==> config.mk <==
export PLATFORM = sky130hd
export DESIGN_NAME = ex_muldiv_ctrl
export DESIGN_NICKNAME = d
export VERILOG_FILES = /design/src/rtl/ex_muldiv_ctrl.sv
export SDC_FILE = /design/constraint.sdc
export NUM_CORES = 1
export LEC_CHECK = 0
export CAP_MARGIN = 20
export CORE_UTILIZATION = 45
export DETAILED_ROUTE_END_ITERATION = 16
export GPL_TIMING_DRIVEN = 0
export PLACE_DENSITY = 0.65
export SYNTH_ARGS = -nofsm -noshare
export SYNTH_HDL_FRONTEND = slang
export SYNTH_SLANG_ARGS = --single-unit
==> constraint.sdc <==
create_clock -name i_clk -period 5.25 [get_ports i_clk]
set_clock_uncertainty 0.1 [all_clocks]
set_input_delay 1.05 -clock i_clk [delete_from_list [all_inputs] [get_ports i_clk]]
set_output_delay 1.05 -clock i_clk [all_outputs]
set_load 0.02 [all_outputs]
==> src/rtl/ex_muldiv_ctrl.sv <==
// Iterative multiply/divide unit for the EX stage: 32-cycle shift-add multiply,
// restoring divide, sign fixup, and HI/LO result registers.
module ex_muldiv_ctrl #(
  parameter int DATA_SIZE = 32,
  parameter int CNT_SIZE  = 6
) (
  input  logic                 i_clk,
  input  logic                 i_reset,
  input  logic                 i_start,
  input  logic [1:0]           i_op,
  input  logic [DATA_SIZE-1:0] i_data_a,
  input  logic [DATA_SIZE-1:0] i_data_b,
  input  logic                 i_flush,
  output logic                 o_busy,
  output logic                 o_done,
  output logic [DATA_SIZE-1:0] o_hi,
  output logic [DATA_SIZE-1:0] o_lo,
  output logic                 o_div_by_zero
);

  localparam int W = DATA_SIZE;
  localparam logic [CNT_SIZE-1:0] LAST = CNT_SIZE'(W - 1);

  typedef enum logic [1:0] {IDLE, CALC, FIXUP, DONE} state_t;

  state_t              state;
  state_t              state_next;
  logic [CNT_SIZE-1:0] cnt;
  logic [2*W-1:0]      acc;
  logic [W-1:0]        mag_b;
  logic                is_div;
  logic                neg_q;
  logic                neg_r;

  logic load;
  logic step;
  logic write_res;
  logic write_dbz;

  // Operand decode at accept time (op[0]=1 means unsigned, op[1]=1 means divide)
  logic           op_signed;
  logic           op_div_in;
  logic           a_neg;
  logic           b_neg;
  logic [W-1:0]   mag_a_in;
  logic [W-1:0]   mag_b_in;
  logic           div_zero;

  assign op_signed = ~i_op[0];
  assign op_div_in = i_op[1];
  assign a_neg     = op_signed & i_data_a[W-1];
  assign b_neg     = op_signed & i_data_b[W-1];
  assign mag_a_in  = a_neg ? -i_data_a : i_data_a;
  assign mag_b_in  = b_neg ? -i_data_b : i_data_b;
  assign div_zero  = op_div_in & (i_data_b == '0);

  // One iteration: multiply keeps {partial, multiplier} and shifts right;
  // divide keeps {remainder, dividend/quotient} and shifts left.
  logic [W:0]     mul_sum;
  logic [2*W-1:0] mul_next;
  logic [W:0]     rem_shift;
  logic [W:0]     div_diff;
  logic [2*W-1:0] div_next;

  assign mul_sum   = {1'b0, acc[2*W-1:W]} + (acc[0] ? {1'b0, mag_b} : {(W+1){1'b0}});
  assign mul_next  = {mul_sum, acc[W-1:1]};
  assign rem_shift = acc[2*W-1:W-1];
  assign div_diff  = rem_shift - {1'b0, mag_b};
  assign div_next  = div_diff[W] ? {rem_shift[W-1:0], acc[W-2:0], 1'b0}
                                 : {div_diff[W-1:0], acc[W-2:0], 1'b1};

  logic [W-1:0]   fix_hi;
  logic [W-1:0]   fix_lo;
  logic [2*W-1:0] prod_fix;

  always_comb begin
    prod_fix = neg_q ? -acc : acc;
    if (is_div) begin
      fix_lo = neg_q ? -acc[W-1:0] : acc[W-1:0];
      fix_hi = neg_r ? -acc[2*W-1:W] : acc[2*W-1:W];
    end else begin
      fix_lo = prod_fix[W-1:0];
      fix_hi = prod_fix[2*W-1:W];
    end
  end

  // i_start is a request, not a handshake: it is taken only when the unit is
  // IDLE and no flush is present; o_busy is what the hazard unit stalls on.
  always_comb begin
    state_next = state;
    load       = 1'b0;
    step       = 1'b0;
    write_res  = 1'b0;
    write_dbz  = 1'b0;
    if (i_flush) begin
      state_next = IDLE;
    end else begin
      case (state)
        IDLE: begin
          if (i_start) begin
            if (div_zero) begin
              state_next = DONE;
              write_dbz  = 1'b1;
            end else begin
              state_next = CALC;
              load       = 1'b1;
            end
          end
        end
        CALC: begin
          step = 1'b1;
          if (cnt == LAST) state_next = FIXUP;
        end
        FIXUP: begin
          state_next = DONE;
          write_res  = 1'b1;
        end
        DONE: begin
          state_next = IDLE;
        end
        default: state_next = IDLE;
      endcase
    end
  end

  always_ff @(posedge i_clk) begin
    if (i_reset) begin
      state         <= IDLE;
      cnt           <= '0;
      acc           <= '0;
      mag_b         <= '0;
      is_div        <= 1'b0;
      neg_q         <= 1'b0;
      neg_r         <= 1'b0;
      o_busy        <= 1'b0;
      o_done        <= 1'b0;
      o_hi          <= '0;
      o_lo          <= '0;
      o_div_by_zero <= 1'b0;
    end else begin
      state  <= state_next;
      o_busy <= (state_next == CALC) || (state_next == FIXUP);
      o_done <= (state_next == DONE);
      if (load) begin
        cnt           <= '0;
        acc           <= {{W{1'b0}}, mag_a_in};
        mag_b         <= mag_b_in;
        is_div        <= op_div_in;
        neg_q         <= a_neg ^ b_neg;
        neg_r         <= a_neg;
        o_div_by_zero <= 1'b0;
      end else if (step) begin
        cnt <= cnt + 1'b1;
        acc <= is_div ? div_next : mul_next;
      end
      if (write_res) begin
        o_hi <= fix_hi;
        o_lo <= fix_lo;
      end
      if (write_dbz) begin
        cnt           <= '0;
        o_hi          <= i_data_a;
        o_lo          <= '1;
        o_div_by_zero <= 1'b1;
      end
    end
  end

endmodule

[Word-level counts from Yosys, hierarchy flattened]
Cells that the tools add are included.
Word-level totals
  register bits: 174
  latch bits: 0
  RAM bits: 0
  ROM bits: 0
  bits of input ports: 70
  word-level logic and storage cells: 76
  memories kept: 0
Cells by class
  add/sub/neg operators: 8
  multiply operators: 0
  div/mod/pow operators: 0
  order comparisons: 0
  eq/ne operators: 7
  shift-type cells: 0
  multiplexer cells: 35
  bitwise gates (word level): 5
  reduce and logical (&&, ||, !) cells: 8
Operator list (count)
  32-bit 2-to-1 mux: 13
  64-bit 2-to-1 mux: 3
  32-bit negator: 4
  64-bit negator: 1
  32-bit by 32-bit adder with 33-bit output: 1
  33-bit by 32-bit subtractor with 33-bit output: 1
  32-bit zero test: 1
  1-bit 2-to-1 mux: 14
  2-bit equality test (second input constant): 4
  2-bit 2-to-1 mux: 4
  2-bit one-hot mux with 4 select lines: 1
  6-bit by 1-bit adder with 6-bit output (second input constant): 1
  6-bit by 5-bit equality test with 1-bit output (second input constant): 1
  2-bit nonzero test: 3
  2-bit by 1-bit equality test with 1-bit output (second input constant): 2
  1-bit bitwise AND: 3
  3-bit OR reduction: 1
  2-bit zero test: 1
  2-bit OR reduction: 1
  1-bit logical OR: 1
  1-bit NOT: 1
  1-bit XOR: 1

[Logic depth before layout (Yosys ltp)]
  word-level depth: 8
  depth in mapped cells: 15

[Worst setup path before layout]
OpenSTA, ideal clock, no wires.
  kind: register -> register
  start point: register acc[31]
  end point: register acc[53]
  arrival: 3491 ps
  data required time: 5027 ps
  slack: 1536 ps
  stages on the path, launching flop included: 16
  path buffers: 2
  cell sequence: dfxtp_1 > clkbuf_1 > inv_1 > ha_1 > fa_1 > nand2b_1 > a21oi_1 > o21ai_1 > nor4_1 > nor3b_1 > o211ai_1 > a21oi_1 > nor2_1 > buf_2 > mux2i_1 > a21oi_1
Between the ends
  longest elaborated chain between the ends: 3
Ends and longest elaborated chain
  start, declared: RTL line 29  | logic [2*W-1:0] acc;
  start signal, assigned: RTL line 146  | acc <= {{W{1'b0}}, mag_a_in};
  start signal, assigned: RTL line 154  | acc <= is_div ? div_next : mul_next;
  33-bit by 32-bit subtractor with 33-bit output: RTL line 68  | assign div_diff = rem_shift - {1'b0, mag_b};
  64-bit 2-to-1 mux: RTL line 69  | assign div_next = div_diff[W] ? {rem_shift[W-1:0], acc[W-2:0], 1'b0}
  64-bit 2-to-1 mux: RTL line 154
Every way passes these cells.
A chain may end at the register's enable or synchronous reset.

[Worst setup path after layout]
  start point: input port i_data_b[6]
  end point: register acc[50]
Between the ends
  longest elaborated chain between the ends: 7
Ends and longest elaborated chain
  start, declared: RTL line 12  | input logic [DATA_SIZE-1:0] i_data_b,
  32-bit zero test: RTL line 55  | assign div_zero = op_div_in & (i_data_b == '0);
  1-bit bitwise AND: RTL line 55
  1-bit 2-to-1 mux: RTL line 101  | if (div_zero) begin
  1-bit 2-to-1 mux: RTL line 100  | if (i_start) begin
  1-bit 2-to-1 mux: RTL line 98  | case (state)
  1-bit 2-to-1 mux: RTL line 95  | if (i_flush) begin
  2-bit OR reduction (no line)
Every way passes these cells.

==> run metrics <==
run status complete, no violations; Clk pwr share between 30% and 40%; max-cap viol count 0; post-DP HPWL about 45 mm; Die Width ~180 um; Post-route DRC 0; worst hold path class register to register; YS warnings 0; crit-path max FO 10; gr usage total about 36%; synthesized area around 14,000 um^2; Worst setup EP type register; drt initial violations between 1,500 and 2,000; CTS tree built; Unique masters post-synth 75; Worst-path clk slew roughly 0.07 ns; initial core utilization between 40% and 50%; sw frac about a third; Bufs on Longest Clock Path 2; Switch Pwr between 1000 and 1500 uW; Final Power between 3000 and 4000 uW; total vias in the final route 15,200; Non-Filler Instances about 2,400; setup slack on the worst flop-to-flop path ~0.27 ns; footprint of the multi-input gates between 9000 and 10,000 um^2; num ports 137; FFs w/ async S/R, synth 0%; Leak Pwr 0.00595 uW; antenna violations before repair 0; final WL around 57 mm; worst vdd ir roughly 0.24 mV; Die Y between 150 and 200 um; I/O Buffers 135; vias in the first global route 13,900; Register-to-Register Path Depth 15; core area between 20,000 and 30,000 um^2; Hold Crit Depth 2; CP required 5.52 ns; NumNets Final approximately 2,200; Hold Crit Endpoint mag_b[22]; Final Slew Violations 0; Core Rows 63; DR pass1 iterations 7; total CTS buffers 17; Die Area between 30,000 and 40,000 um^2; CTS Root Buffer Type clkbuf_16; period utilization around 100%; hold_sp mag_b[22]; H-tree lvl count 4; critical path class primary input to register; syn nets 2,003; wire length per cell around 23 um; FF-to-FF Start acc[31]; ant diodes 0; RSZ-0062 raised after global routing false; filler cell count ~3,000; # setup viols final 0; Power Density roughly 230 nW/um^2; reg2reg end acc[53]; Clock Latency Late Sink approximately 0.46 ns; final hold violations 0; Post-DRT Antenna Nets 0; Pint around 2400 uW; DR vias/cell about 6.3; fmax approximately 0.20 GHz; Comb pwr share about a quarter; Worst setup SP type primary input; Inst Count DP 2,387; total grt overflow 0; Most used DFF post-synth dfxtp_1; pin count of the biggest net entering global routing 17; flip-flop and latch area 3480 um^2; layout cells sized above 1 3.64%; Seq cells post-synth around 170; min cycle time layout 5.11 ns; Mean Syn Cell Area about 7.5 um^2; Post-synth EDFFs 0; GP Congestion 1.00; Synth-to-Final Area Change 18.0%; sequential cell fraction of total power 37.9%; CTS Sinks about 170; first-pass GRT wire length around 85 mm; Slew headroom about 22%; Post-Syn Instances 1,861; Seq/Total Area, Yosys roughly a quarter; Worst-Margin Slew between 1 and 1.5 ns; CP Data Arrival Time approximately 5.4 ns
-- state kept, by name, summed over array words and instances, names as in the netlist --
register / cells
o_busy: 1
neg_r: 1
o_div_by_zero: 1
state: 2
mag_b: 32
o_hi: 32
o_lo: 32
is_div: 1
neg_q: 1
o_done: 1
cnt: 6
acc: 64
-- Yosys cell counts, types with 14 or more instances --
master,count,area (um^2)
nand3_1,32,160
a21oi_1,144,721
xor2_1,92,806
nor2_1,246,923
o22ai_1,14,87.6
a21o_1,20,150
dfxtp_1,174,3480
o31ai_1,21,158
or3_1,22,138
nor4_1,23,144
or4_1,16,120
xnor2_1,85,744
mux2i_1,46,460
nor3_1,40,200
nor2b_1,26,163
o211ai_1,18,135
a311oi_1,36,315
a211oi_1,108,811
a22oi_1,21,158
clkbuf_1,105,394
inv_1,50,188
nand2b_1,19,119
ha_1,70,876
nand2_1,152,571
o21ai_0,113,566
-- final cells by class --
cell class | instances | share of cell area, %
inverters | 52 | 1.19
plain buffers | 119 | 2.80
multi-input cells | 1516 | 59.6
flip-flops and latches | 174 | 21.3
well taps | 390 | 2.98
repair buffers | 138 | 8.39
clock inverters | 12 | 0.917
clock buffers | 20 | 2.79
-- timing repair --
item,in CTS,in global routing
setup buffers,2,0
gates cloned,0,0
endpoints found under the setup margin,112,13
pin swaps,1,0
hold buffers,0,0
resized for setup,4,4
-- worst max-delay path, stage by stage --
cell,delay (ns)
clkdlybuf4s50_1,0.49
or4_1,0.62
nor4b_4,0.27
buf_4,0.22
nand4_1,0.44
nor2_2,0.41
nor2b_1,0.10
clkbuf_1,0.28
nor2_2,0.49
nand2_1,0.33
nor2_2,0.44
a22oi_1,0.12
o21ai_0,0.11
-- placed cells by master (no fill, tap or decap), types with 7 or more instances in the layout --
cell,n
o21a_1,11
nand2b_1,19
xnor2_1,85
nand3_1,32
o21ai_1,13
o41ai_1,11
mux2i_1,46
nand4_1,12
clkbuf_1,106
nor2b_1,25
or4_1,16
nand2_1,152
o31ai_1,21
clkdlybuf4s50_1,135
clkbuf_16,17
inv_1,50
nor2_1,242
buf_2,9
nor3b_1,8
a31oi_1,9
ha_1,70
a211oi_1,108
dfxtp_1,174
a21oi_1,144
nor4_1,22
o211ai_1,18
and3_1,7
o21ai_0,113
o22ai_1,14
nor3_1,40
or2_2,7
or3_1,22
a22oi_1,21
a311oi_1,36
xor2_1,92
a21o_1,20
-- per-layer routing --
| layer | global-route usage [%] | share of wire [%] | vias to the layer above |
|---|---|---|---|
| li1 | - | - | 7087 |
| met1 | 48.9 | 44 | 7204 |
| met2 | 52.8 | 42 | 812 |
| met3 | 6.98 | 9.3 | 142 |
| met4 | 19.2 | 5.3 | 0 |
| met5 | 0 | 0 | - |
-- how the worst max path moves through the flow --
| stage | slack [ns] | cells after the start | start | end |
|---|---|---|---|---|
| 4_1_cts | 0.18 | 15 | acc[31] | acc[53] |
| 6_report | 0.14 | 13 | i_data_b[6] | acc[50] |
| 3_5_place_dp | -1.06 | 12 | i_data_b[6] | acc[50] |
| 5_1_grt | 0.09 | 13 | i_data_b[6] | acc[50] |
| 2_1_floorplan | 1.54 | 15 | acc[31] | acc[53] |
| 3_3_place_gp | -1.09 | 12 | i_data_b[6] | acc[59] |
-- power groups by stage --
stage          combinational [uW]  clock, uW  sequential, uW
6_report                      925       1380            1410
5_1_grt                       992       1410            1410
4_1_cts                       899       1370            1400
3_5_place_dp                  891          0            1430
3_3_place_gp                  886          0            1430
2_1_floorplan                 582          0            1420
-- kinds of logic after synthesis --
kind of cell	Yosys count	share of synthesized area, %
flops	174	25.1
simple gates	634	21.4
mux	48	3.48
buf+inv	171	4.71
fa+ha+maj	72	6.61
compound gates	585	27.5
xor+xnor	177	11.2
-- per-stage QoR --
step                area [um^2]  setup WS (ns)  utilization [%]  hold WS (ns)  setup TNS, ns
floorplan                 13900           1.54                -         0.332              0
global placement          15700          -1.09             52.4         0.341         -88.00
detailed placement        15700          -1.06             52.5         0.352         -92.60
CTS                       16400          0.180             54.6         0.360              0
global route              16400         0.0853             54.6         0.390              0
finish                    16400          0.141             54.6         0.360              0
No activity file was read; power rests on OpenSTA's default activity.
